## src/rtl/reset_sequencer.sv

```systemverilog
// Power-on reset sequencer: waits for PLL lock, holds all resets, then
// releases rst_out bits one at a time, lowest first, with a fixed gap.
module reset_sequencer #(
    parameter int unsigned SYNC_STAGES = 2,
    parameter int unsigned HOLD_CYCLES = 16,
    parameter int unsigned NUM_OUT     = 3,
    parameter int unsigned GAP_CYCLES  = 4
) (
    input  logic               clk,
    input  logic               rst_n,
    input  logic               pll_locked,
    input  logic               ext_rst_req,
    output logic [NUM_OUT-1:0] rst_out,
    output logic               seq_done,
    output logic [7:0]         restart_cnt
);

    localparam int unsigned CNT_W     = 8;
    localparam logic [CNT_W-1:0] HOLD_LAST = CNT_W'(HOLD_CYCLES - 1);
    localparam logic [CNT_W-1:0] GAP_LAST  = CNT_W'(GAP_CYCLES - 1);

    typedef enum logic [1:0] {
        WAIT_LOCK = 2'd0,
        HOLD      = 2'd1,
        RELEASE   = 2'd2,
        DONE      = 2'd3
    } state_t;

    logic [SYNC_STAGES-1:0] rst_sync;
    logic [SYNC_STAGES-1:0] lock_sync;
    logic                   sys_rst_n;
    logic                   lock_s;

    state_t                 state;
    logic [CNT_W-1:0]       cnt;
    logic [NUM_OUT-1:0]     rst_shl;
    logic [7:0]             restart_inc;

    // Internal reset: asserts with rst_n, releases after SYNC_STAGES edges
    always_ff @(posedge clk or negedge rst_n) begin
        if (!rst_n) begin
            rst_sync <= '0;
        end else begin
            rst_sync <= {rst_sync[SYNC_STAGES-2:0], 1'b1};
        end
    end

    assign sys_rst_n = rst_sync[SYNC_STAGES-1];

    // Lock synchronizer, cleared directly by the external reset
    always_ff @(posedge clk or negedge rst_n) begin
        if (!rst_n) begin
            lock_sync <= '0;
        end else begin
            lock_sync <= {lock_sync[SYNC_STAGES-2:0], pll_locked};
        end
    end

    assign lock_s = lock_sync[SYNC_STAGES-1];

    // Shifting left clears the lowest still-set bit, so release order is fixed
    assign rst_shl     = rst_out << 1;
    assign restart_inc = (restart_cnt == 8'hFF) ? restart_cnt : restart_cnt + 8'd1;

    always_ff @(posedge clk or negedge sys_rst_n) begin
        if (!sys_rst_n) begin
            state       <= WAIT_LOCK;
            cnt         <= '0;
            rst_out     <= '1;
            seq_done    <= 1'b0;
            restart_cnt <= 8'd0;
        end else begin
            case (state)
                WAIT_LOCK: begin
                    if (lock_s) begin
                        state <= HOLD;
                        cnt   <= '0;
                    end
                end

                HOLD: begin
                    if (!lock_s) begin
                        state       <= WAIT_LOCK;
                        cnt         <= '0;
                        rst_out     <= '1;
                        seq_done    <= 1'b0;
                        restart_cnt <= restart_inc;
                    end else if (ext_rst_req) begin
                        cnt <= '0;
                    end else if (cnt == HOLD_LAST) begin
                        cnt     <= '0;
                        rst_out <= rst_shl;
                        if (rst_shl == '0) begin
                            state    <= DONE;
                            seq_done <= 1'b1;
                        end else begin
                            state <= RELEASE;
                        end
                    end else begin
                        cnt <= cnt + CNT_W'(1);
                    end
                end

                RELEASE: begin
                    if (!lock_s) begin
                        state       <= WAIT_LOCK;
                        cnt         <= '0;
                        rst_out     <= '1;
                        seq_done    <= 1'b0;
                        restart_cnt <= restart_inc;
                    end else if (ext_rst_req) begin
                        state       <= HOLD;
                        cnt         <= '0;
                        rst_out     <= '1;
                        seq_done    <= 1'b0;
                        restart_cnt <= restart_inc;
                    end else if (cnt == GAP_LAST) begin
                        cnt     <= '0;
                        rst_out <= rst_shl;
                        if (rst_shl == '0) begin
                            state    <= DONE;
                            seq_done <= 1'b1;
                        end
                    end else begin
                        cnt <= cnt + CNT_W'(1);
                    end
                end

                DONE: begin
                    if (!lock_s) begin
                        state       <= WAIT_LOCK;
                        cnt         <= '0;
                        rst_out     <= '1;
                        seq_done    <= 1'b0;
                        restart_cnt <= restart_inc;
                    end else if (ext_rst_req) begin
                        state       <= HOLD;
                        cnt         <= '0;
                        rst_out     <= '1;
                        seq_done    <= 1'b0;
                        restart_cnt <= restart_inc;
                    end
                end

                default: begin
                    state    <= WAIT_LOCK;
                    cnt      <= '0;
                    rst_out  <= '1;
                    seq_done <= 1'b0;
                end
            endcase
        end
    end

endmodule

```

## config.mk

```make
export PLATFORM = sky130hd
export DESIGN_NAME = reset_sequencer
export DESIGN_NICKNAME = d
export VERILOG_FILES = /design/src/rtl/reset_sequencer.sv
export SDC_FILE = /design/constraint.sdc
export NUM_CORES = 1
export LEC_CHECK = 0
export ABC_AREA = 1
export CORE_MARGIN = 2
export CORE_UTILIZATION = 60
export CTS_BUF_LIST = sky130_fd_sc_hd__clkbuf_8
export DETAILED_ROUTE_END_ITERATION = 16
export HOLD_SLACK_MARGIN = 0.05
export PLACE_DENSITY = 0.87
export SLEW_MARGIN = 25
export SYNTH_ARGS = -nofsm -noshare
export SYNTH_HDL_FRONTEND = slang
export SYNTH_SLANG_ARGS = --single-unit
export TNS_END_PERCENT = 5
```

## constraint.sdc

```tcl
create_clock -name clk -period 1.75 [get_ports clk]
set_input_delay 0.35 -clock clk [delete_from_list [all_inputs] [get_ports clk]]
set_output_delay 0.35 -clock clk [all_outputs]
set_load 0.05 [all_outputs]
```

Word-level counts from Yosys, hierarchy flattened
Index checks and enable logic that the tools add are counted.

Output and inout port bits: 12. Word-level logic and storage cells: 78. Register bits: 26. Bits of input ports: 4.

Reduce and logical (&&, ||, !) cells: 9. Mux-type cells: 46. $add $sub $neg: 2. Equality and inequality tests: 14.

Operators by type and width (number): two-way mux 8 bit (13); one-hot mux 8 bit (4 select lines) (1); two-way mux 3 bit (8); two-way mux 2 bit (10); adder 8 x 1 -> 8 bit (second input constant) (2); one-hot mux 8 bit (2 select lines) (1); != test 3 bit (second input constant) (4); two-way mux 1 bit (10); one-hot mux 3 bit (3 select lines) (1); equality test 8 x 2 -> 1 bit (second input constant) (1); equality test 8 x 4 -> 1 bit (second input constant) (1); equality test 8 bit (second input constant) (1); != test 4 bit (second input constant) (2); one-hot mux 2 bit (4 select lines) (1); AND reduction 6 bit (1); AND reduction 5 bit (1); equality test 2 bit (second input constant) (2); != test 2 bit (second input constant) (2); zero test 3 bit (1); one-hot mux 1 bit (3 select lines) (1); AND reduction 3 bit (1); nonzero test 3 bit (1); equality test 2 x 1 -> 1 bit (second input constant) (1); zero test 2 bit (1); other kinds (3) (3).

Longest topological paths before layout
Depth after elaboration: 6. Depth in mapped cells: 10.

Worst setup path before layout
OpenSTA, ideal clock, no wires.

Path kind: register to register. Start: register restart_cnt[0]. End: register restart_cnt[2]. Setup slack: -0.030 ns. Stages on the path, launching flop included: 8. Arrival: 1.635 ns. Data required time: 1.605 ns. Library setup time: 0.145 ns. Period minus slack after synthesis: 1.780 ns. Cell sequence: dfrtp_1 > ha_1 > nand2_1 > nor2_1 > nand4_1 > nand2_2 > nor2_2 > xor2_1.

Word-level cells in the longest chain between the ends: 5. Elaborated cells between the ends (all ways): 7.

RTL lines: start, declared (RTL line 15) `output logic [7:0] restart_cnt`; start signal, assigned (RTL line 87) `restart_cnt <= restart_inc;`; start signal, assigned (RTL line 110) `restart_cnt <= restart_inc;`; start signal, assigned (RTL line 116) `restart_cnt <= restart_inc;`; adder 8 x 1 -> 8 bit / equality test 8 bit (equally long branches) (RTL line 63) `assign restart_inc = (restart_cnt == 8'hFF) ? restart_cnt : restart_cnt + 8'd1;`; two-way mux 8 bit * (RTL line 63); two-way mux 8 bit (RTL line 111, 136); two-way mux 8 bit (RTL line 105) `if (!lock_s) begin`; one-hot mux 8 bit (2 select lines) * (RTL line 73) `case (state)`.

Mark *: on every way between the ends. The rest lies on a longest branch, timed or not. The select of a mux whose other input is x is not followed. A chain may end at the register's enable or synchronous reset.

Worst setup path in the final report
Start: register state[1]. End: register cnt[0].

Word-level cells in the longest chain between the ends: 3. Elaborated cells between the ends (all ways): 8.

RTL lines: start, declared (RTL line 34) `state_t state;`; start signal, assigned (RTL line 67) `state <= WAIT_LOCK;`; start signal, assigned (RTL line 76) `state <= HOLD;`; start signal, assigned (RTL line 83) `state <= WAIT_LOCK;`; equality test 2 bit / zero test 2 bit (equally long branches) (RTL line 73); != test 3 bit (no source line) / != test 2 bit (equally long branches); AND reduction 2 bit (no source line); end signal, assigned (RTL line 100) `cnt <= cnt + CNT_W'(1);`; end signal, assigned (RTL line 125) `cnt <= cnt + CNT_W'(1);`; end, declared (RTL line 35) `logic [CNT_W-1:0] cnt;`.

Parallel ways exist; a longest one is shown, timed or not.

==> flow_metrics.py <==
metrics = {
    "clocking": {
        "clkTransAtPathRegs_ns": 0.09,
        "clockRootBuffer": "clkbuf_8",
        "clock_sinks": 26,
        "cts_tree": "done",
        "clock_latency_ns": 0.27,
        "clock_path_buffers": 2,
        "cts_buffers": 3,
        "cts.hold.buffers_added": 0,
        "h-tree-depth": 1,
    },
    "worst_hold_path": {
        "hold_path_class": "register to asynchronous set/reset pin",
    },
    "global_routing": {
        "grt_pass1_vias": 1262,
        "grt_antenna_before_repair": 0,
        "grt_max_degree": 16,
        "grtUsageTotal_pct": 25.38,
        "gr-total-overflow": 0,
        "grt_first_pass_wirelength_um": 5285,
    },
    "synth": {
        "yosys.area.top_type_share_pct": 38.88,
        "syn_avg_cell_area_um2": 8.223,
        "postSynthCellCount": 180,
        "syn_nets": 191,
        "yosys_warnings": 0,
        "ys_types": 27,
        "ys_ff_latch": 26,
        "synth_area_mm2": 0.001480,
        "ys_top_cells_by_area": "dfrtp_1 (39%), nand2_1 (11%), inv_1 (6.8%), ha_1 (5.9%), nand3_1 (5.4%)",
        "synth_top_area_cell": "dfrtp_1",
        "synth-seq-area-share_pct": 44.21,
    },
    "sta": {
        "grt_setup_unrepaired": "false",
        "period_needed_ns": 1.612,
        "hold_viol_final": 0,
        "finalMaxSlewViolations": 0,
        "slew_headroom_pct": 59.49,
        "max_freq_ghz": 0.6204,
        "skew_ns": 0.001314,
        "setup_violations": 0,
        "worst_pin_slew_ns": 0.6076,
        "min_period_over_period_pct": 92.10,
    },
    "route": {
        "wl_per_cell_um": 13.81,
        "ant_nets": 0,
        "dr.pass1.iters": 4,
        "drc_errors": 0,
        "drtIter0Drc": 34,
        "routed_wl_um": 3204,
        "viasPerCell": 5.466,
        "num_vias": 1268,
    },
    "die": {
        "row_count": 17,
        "ios": 16,
        "die_area_mm2": 0.002880,
        "core_mm2": 0.002276,
        "die-width_um": 53.67,
        "die_h_um": 53.67,
        "initial_utilization_pct": 65.04,
    },
    "final_layout": {
        "n_antenna_cell": 0,
        "nNetsFinal": 216,
        "final_layout_size_suffix_gt1_share_pct": 23.04,
        "area_growth_syn_to_layout_pct": 20.79,
        "final_util_pct": 78.56,
        "stdcell_area_mm2": 0.001788,
    },
    "worst_setup_path": {
        "required_ns": 1.94,
        "cp.arrival_ns": 1.80,
        "critPathMaxStageDelay_ns": 0.39,
        "cpMostUsedCell": "buf_4",
        "crit_family": "simple AND/OR/NAND/NOR gates",
        "cp_num_buf_inv": 2,
        "start_kind": "register",
        "r2r.worst_path.cells": 8,
        "cp_cell_sequence": "buf_4 -> ha_1 -> nand2_2 -> nand2_1 -> nor2_1 -> buf_4 -> nand3_1 -> o21ai_0",
        "endpoint_kind": "register",
        "crit_type": "register to register",
        "cp_max_fo": 5,
        "crit_cells": 8,
        "cp_slowest_cell": "dfrtp_1",
    },
    "power_and_ir_drop": {
        "powerDensity_mw_per_mm2": 1669,
        "power_frac_comb_pct": 51.5,
        "p_seq_share_pct": 31.8,
        "p_int_mw": 1.626,
        "p_sw_share_pct": 45.51,
        "switchingPower_mw": 1.358,
        "power_leakage_nw": 0.9139,
        "clockPowerShare_pct": 16.8,
        "ir_drop_uv": 1419,
    },
    "outcome": {
        "status": "completed",
    },
    "place": {
        "numPortBuffers": 15,
        "post_dp_cell_area_mm2": 0.001698,
        "routabilityCongestion": 0.8536,
        "dpl.hpwl_um": 2327,
    },
    "flow_run": {
        "cap_violations": 0,
    },
}
## worst reg2reg max path: stages (launching register included)
cell and delay (ns):
dfrtp_1 0.39, buf_4 0.15, ha_1 0.23, nand2_2 0.13
nand2_1 0.14, nor2_1 0.14, buf_4 0.16, nand3_1 0.09
o21ai_0 0.11
## stage by stage
stage / setup slack (ns) / cells / hold WS (ns) / TNS (ns) / power [mW]
finish: 0.1382 / 232 / 0.2526 / 0 / 2.984
global route: 0.02797 / 232 / 0.2670 / 0 / 3.148
CTS: 0.09347 / 230 / 0.2629 / 0 / 2.964
detailed placement: -0.07879 / 226 / 0.2677 / -0.3652 / 2.436
global placement: 0.01013 / 226 / 0.2452 / 0 / 2.374
floorplan: 0.1351 / 180 / 0.05441 / 0 / 1.931
## cell type report
class	instances	area, um2
fill	139	488.0
clock inverter	1	30.03
inverter	29	108.9
timing repair buffer	19	187.7
tap	28	35.03
sequential	26	656.9
clock buffer	3	41.29
multi-input combinational	126	728.2
## flip-flops by register name, indices dropped and copies added, names as in the netlist
register and flops:
rst_out 3, lock_sync 2, state 2, seq_done 1, rst_sync 2, restart_cnt 8, cnt 8
## layout by cell type (no fill, tap or decap), drive strengths merged
| master | n |
|---|---|
| nor3 | 1 |
| clkdlybuf4s50 | 3 |
| nand4 | 7 |
| clkbuf | 3 |
| nor2 | 16 |
| xor2 | 6 |
| o21bai | 1 |
| o21ai | 11 |
| a21oi | 7 |
| buf | 16 |
| inv | 29 |
| ha | 7 |
| a21boi | 1 |
| conb | 1 |
| o221ai | 1 |
| xnor2 | 1 |
| or2 | 1 |
| dfrtp | 23 |
| nand2 | 49 |
| dfstp | 3 |
| bufinv | 1 |
| nand3 | 16 |
## cell usage after synthesis
| master | number |
|---|---|
| nand4_1 | 7 |
| nand3_1 | 16 |
| nor2_2 | 6 |
| nor2_8 | 1 |
| ha_1 | 7 |
| o21ai_4 | 1 |
| inv_2 | 2 |
| a21oi_1 | 6 |
| xor2_1 | 6 |
| nor2_4 | 1 |
| dfstp_2 | 3 |
| o21bai_1 | 1 |
| dfrtp_1 | 23 |
| nor2_1 | 8 |
| inv_1 | 27 |
| nor3_1 | 1 |
| o21ai_2 | 1 |
| nand2_2 | 4 |
| o221ai_1 | 1 |
| conb_1 | 1 |
| nand2_1 | 43 |
| or2_2 | 1 |
| nand2_4 | 1 |
| o21ai_0 | 9 |
| a21boi_1 | 1 |
| xnor2_1 | 1 |
| a21oi_2 | 1 |
## path summary, 6_finish.rpt
kind / startpoint / to / slack, ns
max: state[1] / cnt[0] / 0.14
min: rst_sync[1] / restart_cnt[6] / 0.25
max reg2reg: state[1] / cnt[0] / 0.14
min reg2reg: rst_sync[1] / restart_cnt[6] / 0.25
max in group asynchronous: rst_sync[1] / cnt[5] / 0.95
min in group clk: lock_sync[0] / lock_sync[1] / 0.35
## routing by layer
metal,part of all wire (%),wire (um),global-route usage [%],vias up
met1,44,1404,30.76,615
met5,0,0,0,-
met2,52,1664,45.73,30
li1,-,-,-,619
met3,3.1,98,2.500,4
met4,1.1,36,10.26,0
## repair_timing
item,4_1_cts,5_1_grt
setup buffers,0,1
gates resized for setup,0,3
endpoints found under the setup margin,0,7
## cells by family (layout without fill, tap and decap cells)
kind of cell	count (synthesis)	count (layout)	synth area share (%)
AO/OA/AOI/OAI	21	21	8.961
XOR/XNOR	7	7	4.142
adder cells (fa/ha/maj)	7	7	5.917
buffers and inverters	29	52	7.355
flip-flops	26	26	44.21
other	1	1	0.2533
AND/OR/NAND/NOR	89	90	29.16
## power by group through the flow
stage	clock network (mW)	registers, mW	logic, mW
2_1_floorplan	0	1.29	0.638
3_3_place_gp	0	0.941	1.43
3_5_place_dp	0	0.956	1.48
4_1_cts	0.506	0.952	1.51
5_1_grt	0.528	0.967	1.65
6_report	0.500	0.948	1.54
Power figures use the tool's default switching activity.
